`src/rtl/seq_run_detector_pkg.sv`:
```
// Shared definitions for the START / BODY-run / END sequence detector.
package seq_run_detector_pkg;

  // Detector FSM states; encodings kept from the original fixed-sequence counter.
  typedef enum logic [1:0] {
    IDLE      = 2'd0,
    GOT_START = 2'd1,
    IN_RUN    = 2'd2
  } state_t;

  // Width needed to hold a BODY run length of 0..max_run.
  function automatic int run_width(input int max_run);
    return $clog2(max_run + 1);
  endfunction

endpackage

```
`src/rtl/seq_run_detector_sat_counter.sv`:
```
// Saturating up-counter with synchronous clear; clear and increment on the
// same edge yields a count of one.
module sat_counter #(
  parameter int W = 8
) (
  input  logic         clk,
  input  logic         reset,
  input  logic         clr,
  input  logic         inc,
  output logic [W-1:0] q
);

  // Count increments, holding at all-ones; clear restarts from the current increment.
  always_ff @(posedge clk) begin
    if (reset) begin
      q <= '0;
    end else if (clr) begin
      q <= inc ? W'(1) : '0;
    end else if (inc && (q != '1)) begin
      q <= q + W'(1);
    end
  end

endmodule

```
`src/rtl/seq_run_detector.sv`:
```
// Streaming detector: START, then MIN_RUN..MAX_RUN BODY symbols, then END.
// Emits a one-cycle registered pulse on ans and counts matches in hit_cnt.
module seq_run_detector
  import seq_run_detector_pkg::*;
#(
  parameter  int SYM_W   = 2,
  parameter  int MIN_RUN = 2,
  parameter  int MAX_RUN = 7,
  parameter  int CNT_W   = 8,
  localparam int RUN_W   = run_width(MAX_RUN)
) (
  input  logic             clk,
  input  logic             reset,
  input  logic             en,
  input  logic [SYM_W-1:0] num,
  input  logic [SYM_W-1:0] start_sym,
  input  logic [SYM_W-1:0] body_sym,
  input  logic [SYM_W-1:0] end_sym,
  input  logic             hit_clr,
  output logic             ans,
  output logic [RUN_W-1:0] run_len,
  output logic [CNT_W-1:0] hit_cnt,
  output logic             cfg_err
);

  state_t state;
  logic   is_start;
  logic   is_body;
  logic   is_end;
  logic   hit;

  // Symbol decode and configuration sanity check.
  always_comb begin
    is_start = (num == start_sym);
    is_body  = (num == body_sym);
    is_end   = (num == end_sym);
    cfg_err  = (start_sym == body_sym) || (start_sym == end_sym) ||
               (body_sym == end_sym);
  end

  // A completed match: END after a long-enough run; BODY has priority over END.
  always_comb begin
    hit = en && !cfg_err && (state == IN_RUN) && !is_body && is_end &&
          (run_len >= RUN_W'(MIN_RUN));
  end

  // Detector FSM with run-length counter and registered match pulse.
  always_ff @(posedge clk) begin
    if (reset) begin
      state   <= IDLE;
      run_len <= '0;
      ans     <= 1'b0;
    end else begin
      ans <= hit;
      if (cfg_err) begin
        state   <= IDLE;
        run_len <= '0;
      end else if (en) begin
        case (state)
          IDLE: begin
            run_len <= '0;
            state   <= is_start ? GOT_START : IDLE;
          end
          GOT_START: begin
            if (is_body) begin
              state   <= IN_RUN;
              run_len <= RUN_W'(1);
            end else if (is_start) begin
              state   <= GOT_START;
              run_len <= '0;
            end else begin
              state   <= IDLE;
              run_len <= '0;
            end
          end
          IN_RUN: begin
            if (is_body && (run_len < RUN_W'(MAX_RUN))) begin
              run_len <= run_len + RUN_W'(1);
            end else if (is_body) begin
              state   <= IDLE;
              run_len <= '0;
            end else if (is_end) begin
              // Match or too-short run: either way the END is consumed here
              // and never doubles as the next START.
              state   <= IDLE;
              run_len <= '0;
            end else if (is_start) begin
              state   <= GOT_START;
              run_len <= '0;
            end else begin
              state   <= IDLE;
              run_len <= '0;
            end
          end
          default: begin
            state   <= IDLE;
            run_len <= '0;
          end
        endcase
      end
    end
  end

  sat_counter #(.W(CNT_W)) u_hit_cnt (
    .clk   (clk),
    .reset (reset),
    .clr   (hit_clr),
    .inc   (hit),
    .q     (hit_cnt)
  );

endmodule
```
`config.mk`:
```
export PLATFORM = sky130hd
export DESIGN_NAME = seq_run_detector
export DESIGN_NICKNAME = d
export VERILOG_FILES = /design/src/rtl/seq_run_detector_pkg.sv /design/src/rtl/seq_run_detector_sat_counter.sv /design/src/rtl/seq_run_detector.sv
export SDC_FILE = /design/constraint.sdc
export NUM_CORES = 1
export LEC_CHECK = 0
export ABC_CLOCK_PERIOD_IN_PS = 2550
export BUFFER_PORTS_ARGS = -buffer_cell sky130_fd_sc_hd__buf_2
export CAP_MARGIN = 20
export CORE_UTILIZATION = 51
export DETAILED_ROUTE_END_ITERATION = 12
export MAX_ROUTING_LAYER = met4
export PLACE_DENSITY = 0.78
export SLEW_MARGIN = 40
export SYNTH_ARGS = -nofsm -noshare
export SYNTH_HDL_FRONTEND = slang
export SYNTH_SLANG_ARGS = --single-unit
```
`constraint.sdc`:
```
create_clock -name clk -period 2.55 [get_ports clk]
set_input_delay 0.3825 -clock clk [delete_from_list [all_inputs] [get_ports clk]]
set_output_delay 0.3825 -clock clk [all_outputs]
set_load 0.05 [all_outputs]
```
# == After elaboration in Yosys (flattened, before gate mapping) ==
# Index checks and enable logic that the tools add are counted.
# totals
ff_bits,14
input_bits,12
output_inout_bits,13
word_cells,45
# classes
add_sub_neg,2
magnitude_cmp,2
eq_ne,10
n_mux,12
reduce_logical,15
# op_table
op,count
8-bit 2-to-1 mux,2
2-bit equality test,6
"8-bit by 1-bit adder with 8-bit output, second input constant",1
2-bit 2-to-1 mux,4
"8-bit != test, second input constant",1
1-bit logical AND,7
2-bit one-hot mux with 3 select lines,1
3-bit one-hot mux with 2 select lines,1
"3-bit by 1-bit adder with 3-bit output, second input constant",1
"3-bit by 2-bit greater-or-equal comparator with 1-bit output, second input constant",1
"3-bit < comparator, second input constant",1
1-bit 2-to-1 mux,3
3-bit 2-to-1 mux,1
"2-bit by 1-bit equality test with 1-bit output, second input constant",1
"2-bit equality test, second input constant",1
1-bit logical NOT,2
2-bit logical NOT,1
1-bit logical OR,2
"2-bit != test, second input constant",1
2-bit AND reduction,1
2-bit nonzero test,1
2-bit OR reduction,1

# == Depth between registers and ports, before layout ==
# Gate-level depths: netlist of run 1.
# logic_depth
depth_word,12
mapped_depth,7
mapped_depth_nobuf,6

# == Cells and area by module ==
# From an unflattened synthesis of run 1, not the netlist that was laid out.
# hier_totals
cells_unflattened,124
hier_area_um2,1041.0
# by_module_without_submodules
module,n_inst,cells_each,area_per_inst_um2,seq_area_each_um2
seq_run_detector,1,71,596.8,120.1
sat_counter,1,53,444.2,160.2

# == Worst setup path after synthesis of run 1 ==
# No wires, ideal clock.
# synth_path
path_type,reg-to-reg
startpoint,register run_len[1]
endpoint,register u_hit_cnt.q[4]
setup_ns,0.070
arrival_ns,2.260
t_required_ns,2.480
setup_slack_ns,0.220
stages_incl_launch_ff,7
path_buffers,1
synth_period_minus_slack_ns,2.330
cell_sequence,dfxtp_1 ha_1 o311a_1 or4b_4 buf_6 or4_1 a21oi_1
# synth_between
elab_chain_len,4
# synth_lines
item,line,source
"start, declared",seq_run_detector.sv:21,"output logic [RUN_W-1:0] run_len,"
"start signal, assigned",seq_run_detector.sv:78,run_len <= run_len + RUN_W'(1);
3-bit by 2-bit greater-or-equal comparator with 1-bit output,seq_run_detector.sv:44,(run_len >= RUN_W'(MIN_RUN));
1-bit logical AND,seq_run_detector.sv:43,hit = en && !cfg_err && (state == IN_RUN) && !is_body && is_end &&
1-bit logical AND,seq_run_detector_sat_counter.sv:19,end else if (inc && (q != '1)) begin
2-bit nonzero test (no source line),n/a,
"end signal, assigned",seq_run_detector_sat_counter.sv:18,q <= inc ? W'(1) : '0;
"end signal, assigned",seq_run_detector_sat_counter.sv:20,q <= q + W'(1);
"end, declared",seq_run_detector_sat_counter.sv:10,output logic [W-1:0] q
# No other way between the ends.
# A chain may end at the register's enable or synchronous reset.

# == Final worst setup path of run 1 ==
# layout_path
startpoint,register state[0]
endpoint,register u_hit_cnt.q[4]
# layout_between
elab_chain_len,7
# layout_lines
item,line,source
"start, declared",seq_run_detector.sv:26,state_t state;
"start signal, assigned",seq_run_detector.sv:62,state <= is_start ? GOT_START : IDLE;
2-bit equality test,seq_run_detector.sv:43,
1-bit logical AND (4 in a row),seq_run_detector.sv:43,
1-bit logical AND,seq_run_detector_sat_counter.sv:19,
2-bit nonzero test (no source line),n/a,
# No other way between the ends.

==> metrics list, run 1 <==
- Run status: finished, final reports clean
- Dominant synthesized flop cell: dfxtp_1
- The first TritonRoute pass finished after 4 iterations.
- Clock tree synthesis found a total of 14 sinks.
- In this run the worst path has a maximum fanout of 11.
- At the worst endpoint, the required time is 2.77 ns.
- Buffers added to address setup during post-CTS repair amount to 0.
* Worst hold path startpoint: hit_clr
- TritonCTS clock tree: yes
- Share of the cycle needed by the critical path after routing: 82.3%
- Count of final hold-check violations: 0
* Most area-hungry cell type in the Yosys netlist: dfxtp_1
* Critical Path Start Type: register
* Post-cts resize count: 0
* DPL Wire Length: 1.64 mm
- Setup repair after global routing left no endpoint under its margin.
- Filler Cell Count: 158
* Chip Height: 45.0 um
- Using the TritonRoute via totals, the vias-per-cell ratio works out to 5.69.
* Launch point of the worst reg-to-reg path: state[0]
- Max Transition Viols Final: 0
- Area of the placeable core: 1730 um2
- Hold EP: u_hit_cnt.q[0]
- VDD sags by at most 0.000296 V.
* Count of synthesis-stage warnings from yosys: 0
* Buffering stage count on the worst path with inverters included: 1
* Worst EP arrival: 2.32 ns
- Fraction of synthesized cell area taken by the top area cell type: 29.8%
* Leakage power: 0.460 nW
- Clock Skew: 0.00294 ns
- In this run, synthesis inferred 0 flip-flops with an integrated enable.
- On the worst path, the slowest cell contributes a delay of 0.54 ns.
- After synthesis, the mean cell area works out to 8.33 um2.
- At the later pin of the worst-skew pair, clock insertion delay measures 0.28 ns.
- The routed design has 2.08 mm of wire.
- Horizontal die dimension: 45.0 um
- Synthesis produced a netlist whose cell count is 113.
- After global routing the overflow that remains totals 0.
- Number of CTS-inserted buffers: 3
- CTS built an H-tree with a depth of 1.
* Number of nets in the layout: 161
* Max Cap Viol: 0
* Worst Setup Path Type: reg2reg
- Clock-pin slew was measured on the worst setup and hold paths at 0.08 ns.
* Ratio of cells with drive above 1 in the final layout: 24.1%
- Sum of negative setup slack: 0 ns
- CP endpoint kind: register
- The largest individual stage delay along the critical path comes from the cell or4b_4.
- Across the whole layout, storage elements account for 280 um2.
- Measured against its own limit, the worst slew margin works out to 70.1%.
- For this configuration, the core starts out at a cell density of 54.5%.
- In this run the clock root is driven by a clkbuf_4.
- In this run the remaining antenna-violating nets after routing total 0.
- Number of different library cells in the post-synthesis netlist: 33
- The number of cells on the worst reg-to-reg path is 6.
- RR Endpoint: u_hit_cnt.q[4]
- The synthesized netlist occupies a cell area of 941 um2.
* Gp weighted congestion: 0.824
* Cell family with most CP delay: simple AND/OR/NAND/NOR gates
- Dividing total power by cell area gives a power density of 404 nW/um2.
- Proportion of register bits with asynchronous set or reset after synthesis: 0%
- DR DRC count: 0
* Area enclosed by the die boundary: 2020 um2
* Synth area leaders: dfxtp_1 30%, ha_1 9.3%, a21oi_1 6.4%
* Boundary Pins: 25
* Post-synth top cells: 14 x dfxtp_1, 12 x a21oi_1, 9 x nand2_1
- After layout, the minimum clock period comes to 2.10 ns.
* Final hold slack: 0.344 ns
- In this run, the number of DRC markers left after iteration 0 of detailed routing was 16.
- In the final routed layout, each cell accounts on average for 12.5 um.
* FF-to-FF setup slack: 0.45 ns
- Summing all multi-input logic gate instances after layout gives 616 um2.
- Hold WC Path Type: in2reg
* Number of antenna violations at the first check in global routing: 0
- Port buffering added 24 buffers.
* Final antenna diode count: 0
- The floorplan has 15 rows.
- Traced cell by cell, the critical path runs through inv_1 -> ha_1 -> o311a_1 -> or4b_4 -> or4_1 -> a21oi_1.
- Pin count of the biggest net entering global routing: 12
- The longest clock path from root to sink contains 2 buffers.
- Worst Hold Depth: 2
- Hold buffers post-CTS: 0
* Total track usage: 24.4%
* Wire length of the first global-routing pass: 3.50 mm
- Via count of the first global-routing pass: 859
- Sequential share of the synthesized area: 29.8%
- Tightest Pin Transition: 0.442 ns
- Via count: 945
- Fmax: 477 MHz
- In this run, synthesis produced a sequential element count of 14.
- dfxtp_1 is the most common cell in the netlist.
- Layout-stage area growth over the synthesis result: 19.9%
* Number of setup violations in the final report: 0
* Number of nets produced by synthesis: 132
-- routing by layer --
metal  GRT usage (%)  vias to the layer above  wire length (um)
met3            6.00                        2                95
met5               -                        -                 0
met4            8.48                        0                12
li1                -                      474                 -
met2            44.9                       27              1110
met1            24.7                      442               856
-- layout by cell type, fill, tap and decap left out, drive strengths merged, types with 5 or more instances in the layout --
cell type  Yosys  final
nand2          9      9
nand3          5      5
xor2           6      6
xnor2          6      6
buf            1     26
a21oi         12     12
nor2           7      7
dfxtp         14     14
inv            8      8
ha             7      7
-- per-stage QoR --
step	cell area [um2]	instances	utilization, %	power (W)	setup slack, ns
CTS	1130	166	65.4	0.000462	0.438
global route	1130	166	65.4	0.000481	0.373
global placement	1090	162	63.3	0.000298	0.343
floorplan	941	113	-	0.000274	0.220
finish	1130	166	65.4	0.000456	0.452
detailed placement	1090	162	63.3	0.000301	0.303
-- how the worst max path moves through the flow --
stage	cells after the start	end	start	slack, ns
after floorplan	6	u_hit_cnt.q[4]	run_len[1]	0.22
after global placement	6	u_hit_cnt.q[4]	end_sym[1]	0.34
after detailed placement	6	u_hit_cnt.q[4]	end_sym[1]	0.30
after CTS	6	u_hit_cnt.q[4]	state[0]	0.44
after global routing	6	u_hit_cnt.q[3]	state[0]	0.37
final	6	u_hit_cnt.q[4]	state[0]	0.45
-- where the power goes --
part | internal (W) | total (W) | switching [W]
clock | 0.0000869 | 0.000159 | 0.0000720
sequential | 0.000219 | 0.000219 | 0.000000566
combinational | 0.0000297 | 0.0000773 | 0.0000476
-- state kept, by name, summed over array words and instances (netlist names) --
register and count:
u_hit_cnt.q 8, run_len 3, state 2, ans 1
-- logic make-up after synthesis --
kind of cell | after synthesis | share of synthesized area (%)
xor+xnor | 12 | 11.2
compound gates | 27 | 19.1
flops | 14 | 29.8
buf+inv | 10 | 4.79
fa+ha+maj | 7 | 9.31
mux | 1 | 1.06
simple gates | 42 | 24.7
-- final cells by class --
| cell class | instances | share of cell area [%] |
|---|---|---|
| Timing Repair Buffer | 26 | 12.0 |
| Clock buffer | 4 | 3.22 |
| Multi-Input combinational cell | 89 | 54.5 |
| Inverter | 8 | 2.66 |
| Sequential cell | 14 | 24.8 |
| Tap cell | 25 | 2.77 |
Note: power is estimated with default switching activity, not from simulation.
==> run 2: changes to the inputs <==
--- a/config.mk
+++ b/config.mk
@@ -5,13 +5,14 @@
 export SDC_FILE = /design/constraint.sdc
 export NUM_CORES = 1
 export LEC_CHECK = 0
-export ABC_CLOCK_PERIOD_IN_PS = 2550
+export ABC_AREA = 1
+export ABC_CLOCK_PERIOD_IN_PS = 1900
 export BUFFER_PORTS_ARGS = -buffer_cell sky130_fd_sc_hd__buf_2
 export CAP_MARGIN = 20
-export CORE_UTILIZATION = 51
+export CORE_UTILIZATION = 48
 export DETAILED_ROUTE_END_ITERATION = 12
 export MAX_ROUTING_LAYER = met4
-export PLACE_DENSITY = 0.78
+export PLACE_DENSITY = 0.75
 export SLEW_MARGIN = 40
 export SYNTH_ARGS = -nofsm -noshare
 export SYNTH_HDL_FRONTEND = slang
==> constraint.sdc (replaced) <==
create_clock -name clk -period 1.9 [get_ports clk]
set_input_delay 0.285 -clock clk [delete_from_list [all_inputs] [get_ports clk]]
set_output_delay 0.285 -clock clk [all_outputs]
set_load 0.05 [all_outputs]
==> run 2 against run 1 <==
Net effect:
- non-clock buffer count shrank 2
- hold slack lost 0.16 ns
- final area grew 16%
- clock power grew 34%
- clock skew grew 0.0016 ns
- critical path depth grew 1
- die area grew 27%
- maximum frequency grew 28%
- critical endpoint is now u_hit_cnt.q[7]
==> metrics list, run 2 <==
* Cell Area, Placed: 1280 um2
- Horizontal die dimension: 50.6 um
- Clock Skew: 0.00457 ns
- Together, buffers and inverters on the worst path number 0.
* Clk_lat worst skew: 0.28 ns
* Post-Place Cells: 228
- By startpoint and endpoint, the worst setup path is classified as reg2reg.
* Cell with the most instances on the worst path: nand3_2
- Clock-pin slew was measured on the worst setup and hold paths at 0.09 ns.
- Register with the most flip-flops: u_hit_cnt.q
- The number of hold buffers added after CTS was 0.
- RR Endpoint: u_hit_cnt.q[7]
- Summed over all failing endpoints, the final setup total negative slack is 0 ns.
- The congestion estimate from routability-driven global placement came to 0.955.
* Stage delay of the slowest cell on the critical path: 0.41 ns
- Final critical delay including setup and external delays: 1.64 ns
- STA puts the critical path data required time at 2.11 ns.
* Worst setup startpoint: u_hit_cnt.q[0]
- nand2_1 is the most common cell in the netlist.
- Sequential share of the synthesized area: 24.7%
- The tool flagged a number of max-cap violations equal to 0.
- Overall routed net length: 2.58 mm
- After synthesis, the mean cell area works out to 6.40 um2.
* Worst slack at placement: 0.277 ns
- In this run the vertical extent of the chip is 50.6 um.
- After layout, the worst setup slack is 0.258 ns.
- IR analysis of the VDD net gives a maximum drop of 0.000287 V.
* Detailed-routing iteration count for the pre-antenna-repair pass: 4
- Effective utilization at floorplan: 51.2%
- FF-to-FF setup slack: 0.26 ns
- After detailed routing, the average wire length per cell comes to 11.1 um.
* Critical path cell sequence: ha_1 -> nand2_1 -> nor3_4 -> nand3_2 -> nand3_2 -> nand3_1 -> a21oi_1
- Gate power share: 22.0%
- In this run the post-CTS setup repair buffer count came out at 0.
- TritonCTS clock tree: yes
- Post-synth top cells: 61 x nand2_1, 17 x inv_1, 17 x nor2_1
* Tightest Pin Transition: 0.293 ns
* Number of buffers on the longest clock path: 2
- The filler cells instantiated in the layout total 235.
- EDFF count, synth: 0
* Iteration-0 DRC count of the detailed router: 15
- The floorplan has 17 rows.
- Cells fill 59.4% of the core in the end.
- At the worst endpoint, the arrival time is 1.85 ns.
- In this run the critical register-to-register path is launched from u_hit_cnt.q[0].
- Run status: finished, final reports clean
* DR DRC count: 0
* Critical Path Start Type: register
- Fmax: 609 MHz
* Number of nets produced by synthesis: 196
- The clock drives 14 sinks.
- PD cells: 503 nW/um2
- In this run the worst setup path terminates at u_hit_cnt.q[7].
- Via count: 1200
- The top cell types in the final layout, fill and taps aside, are 61 x nand2_1, 24 x buf_2, 17 x inv_1, 17 x nor2_1, 14 x dfxtp_1.
- Post-route non-filler standard cell count: 232
- Worst Hold Depth: 2
- Share of the cycle needed by the critical path after routing: 86.4%
- The total area inside the core boundary comes to 2210 um2.
- Ratio of cells with drive above 1 in the final layout: 23.0%
- Leading cell type in the layout, fill and taps excluded: nand2_1
- Wire length of the first global-routing pass: 4.57 mm
* Boundary Pins: 25
- Summed over all cells, the static leakage comes to 0.672 nW.
- The final-report hold violation count was 0.
- Clock network fraction of design power: 32.2%
- Relative slew margins: 80.4%
* Final antenna diode count: 0
* Area used by sequential logic in the layout: 280 um2
- Via count of the first global-routing pass: 1119
* Proportion of register bits with asynchronous set or reset after synthesis: 0%
* Area of the multi-input gates: 759 um2
* Number of antenna violations at the first check in global routing: 0
- The register with the most flip-flops in the layout has 8 of them.
* DPL Wire Length: 2.10 mm
- Dominant synthesized flop cell: dfxtp_1
* Hold WC Path Type: in2reg
- The synthesized netlist occupies a cell area of 1130 um2.
- Cell family with most CP delay: simple AND/OR/NAND/NOR gates
- Clk Tree Root Cell: clkbuf_4
- Port buffering added 24 buffers.
* Most area-hungry cell type in the Yosys netlist: dfxtp_1
* Post-cts resize count: 0
- The largest registers in the layout are u_hit_cnt.q: 8 flops, run_len: 3 flops, state: 2 flops.
* Cell-internal power: 0.000459 W
* Grt total ovfl: 0
- Net Sw Power: 0.000202 W
- In this run the number of cells on the critical path is 7.
* Total track usage: 23.8%
- Per report_power, the sequential group accounts for 45.8% of the total.
- In the routed layout, each cell is associated on average with a via count of 5.17.
- Area enclosed by the die boundary: 2560 um2
- Number of different library cells in the post-synthesis netlist: 27
* Maximum fanout count along the critical path: 11
- CTS built an H-tree with a depth of 1.
- Cells on worst reg2reg path: 7
- Count of synthesis-stage warnings from yosys: 0
* RSZ-0062 raised after global routing: false
- Fraction of synthesized cell area taken by the top area cell type: 24.7%
- Layout-stage area growth over the synthesis result: 15.9%
- Number of storage elements in the synthesis netlist: 14
- The net count of the finished layout is 224.
- In this run, CTS created clock tree buffers numbering 3.
- CP endpoint kind: register
- Pin count of the biggest net entering global routing: 12
* Number of routed nets with antenna violations: 0
- Cell with the largest stage delay on the worst path: dfxtp_1
- Setup violations remaining at the end of the flow were counted as 0.
* Synth area leaders: dfxtp_1 25%, nand2_1 20%, ha_1 7.7%
- In this run switching power makes up 30.6% of total power.
- The final number of max-transition violations came to 0.
* Final non-filler cell area: 1310 um2
- Number of standard cells after synthesis: 177
==> run 2: power by group through the flow <==
| stage | clock network, W | logic (W) | registers [W] |
|---|---|---|---|
| 2_1_floorplan | 0 | 0.0000897 | 0.000320 |
| 3_3_place_gp | 0 | 0.000141 | 0.000309 |
| 3_5_place_dp | 0 | 0.000145 | 0.000309 |
| 4_1_cts | 0.000226 | 0.000145 | 0.000303 |
| 5_1_grt | 0.000239 | 0.000163 | 0.000303 |
| 6_report | 0.000213 | 0.000145 | 0.000302 |
==> run 2: cell families after synthesis <==
kind of cell | synth area share, %
AOI/OAI and AO/OA | 8.61
xor gates and xnor gates | 5.41
adders and majority gates | 7.73
buffers and inverters | 8.28
DFF | 24.7
and+or+nand+nor | 45.3
==> run 2: cell type report <==
class / instances / share of cell area, %
clock buffers: 4 / 2.76
inverters: 22 / 6.29
multi-input cells: 140 / 57.8
flip-flops and latches: 14 / 21.3
well taps: 28 / 2.67
repair buffers: 24 / 9.14
==> run 2: per-layer routing <==
| layer | share of wire, % | track usage, % | vias to the layer above |
|---|---|---|---|
| li1 | - | - | 618 |
| met1 | 44 | 26.5 | 553 |
| met2 | 52 | 43.8 | 27 |
| met3 | 3.4 | 4.85 | 2 |
| met4 | 0.54 | 4.17 | 0 |
| met5 | 0 | - | - |
==> run 2: how the worst min path moves through the flow <==
stage	end	slack, ns	start
final	u_hit_cnt.q[0]	0.18	reset
after global routing	u_hit_cnt.q[0]	0.17	reset
after CTS	u_hit_cnt.q[0]	0.17	reset
after detailed placement	u_hit_cnt.q[0]	0.48	reset
after global placement	u_hit_cnt.q[0]	0.47	reset
after floorplan	u_hit_cnt.q[0]	0.35	reset
==> run 2: metrics by stage <==
| step | power, W | hold slack (ns) |
|---|---|---|
| 2_1_floorplan | 0.000409 | 0.354 |
| 3_3_place_gp | 0.000450 | 0.469 |
| 3_5_place_dp | 0.000454 | 0.478 |
| 4_1_cts | 0.000674 | 0.166 |
| 5_1_grt | 0.000705 | 0.169 |
| 6_report | 0.000661 | 0.180 |
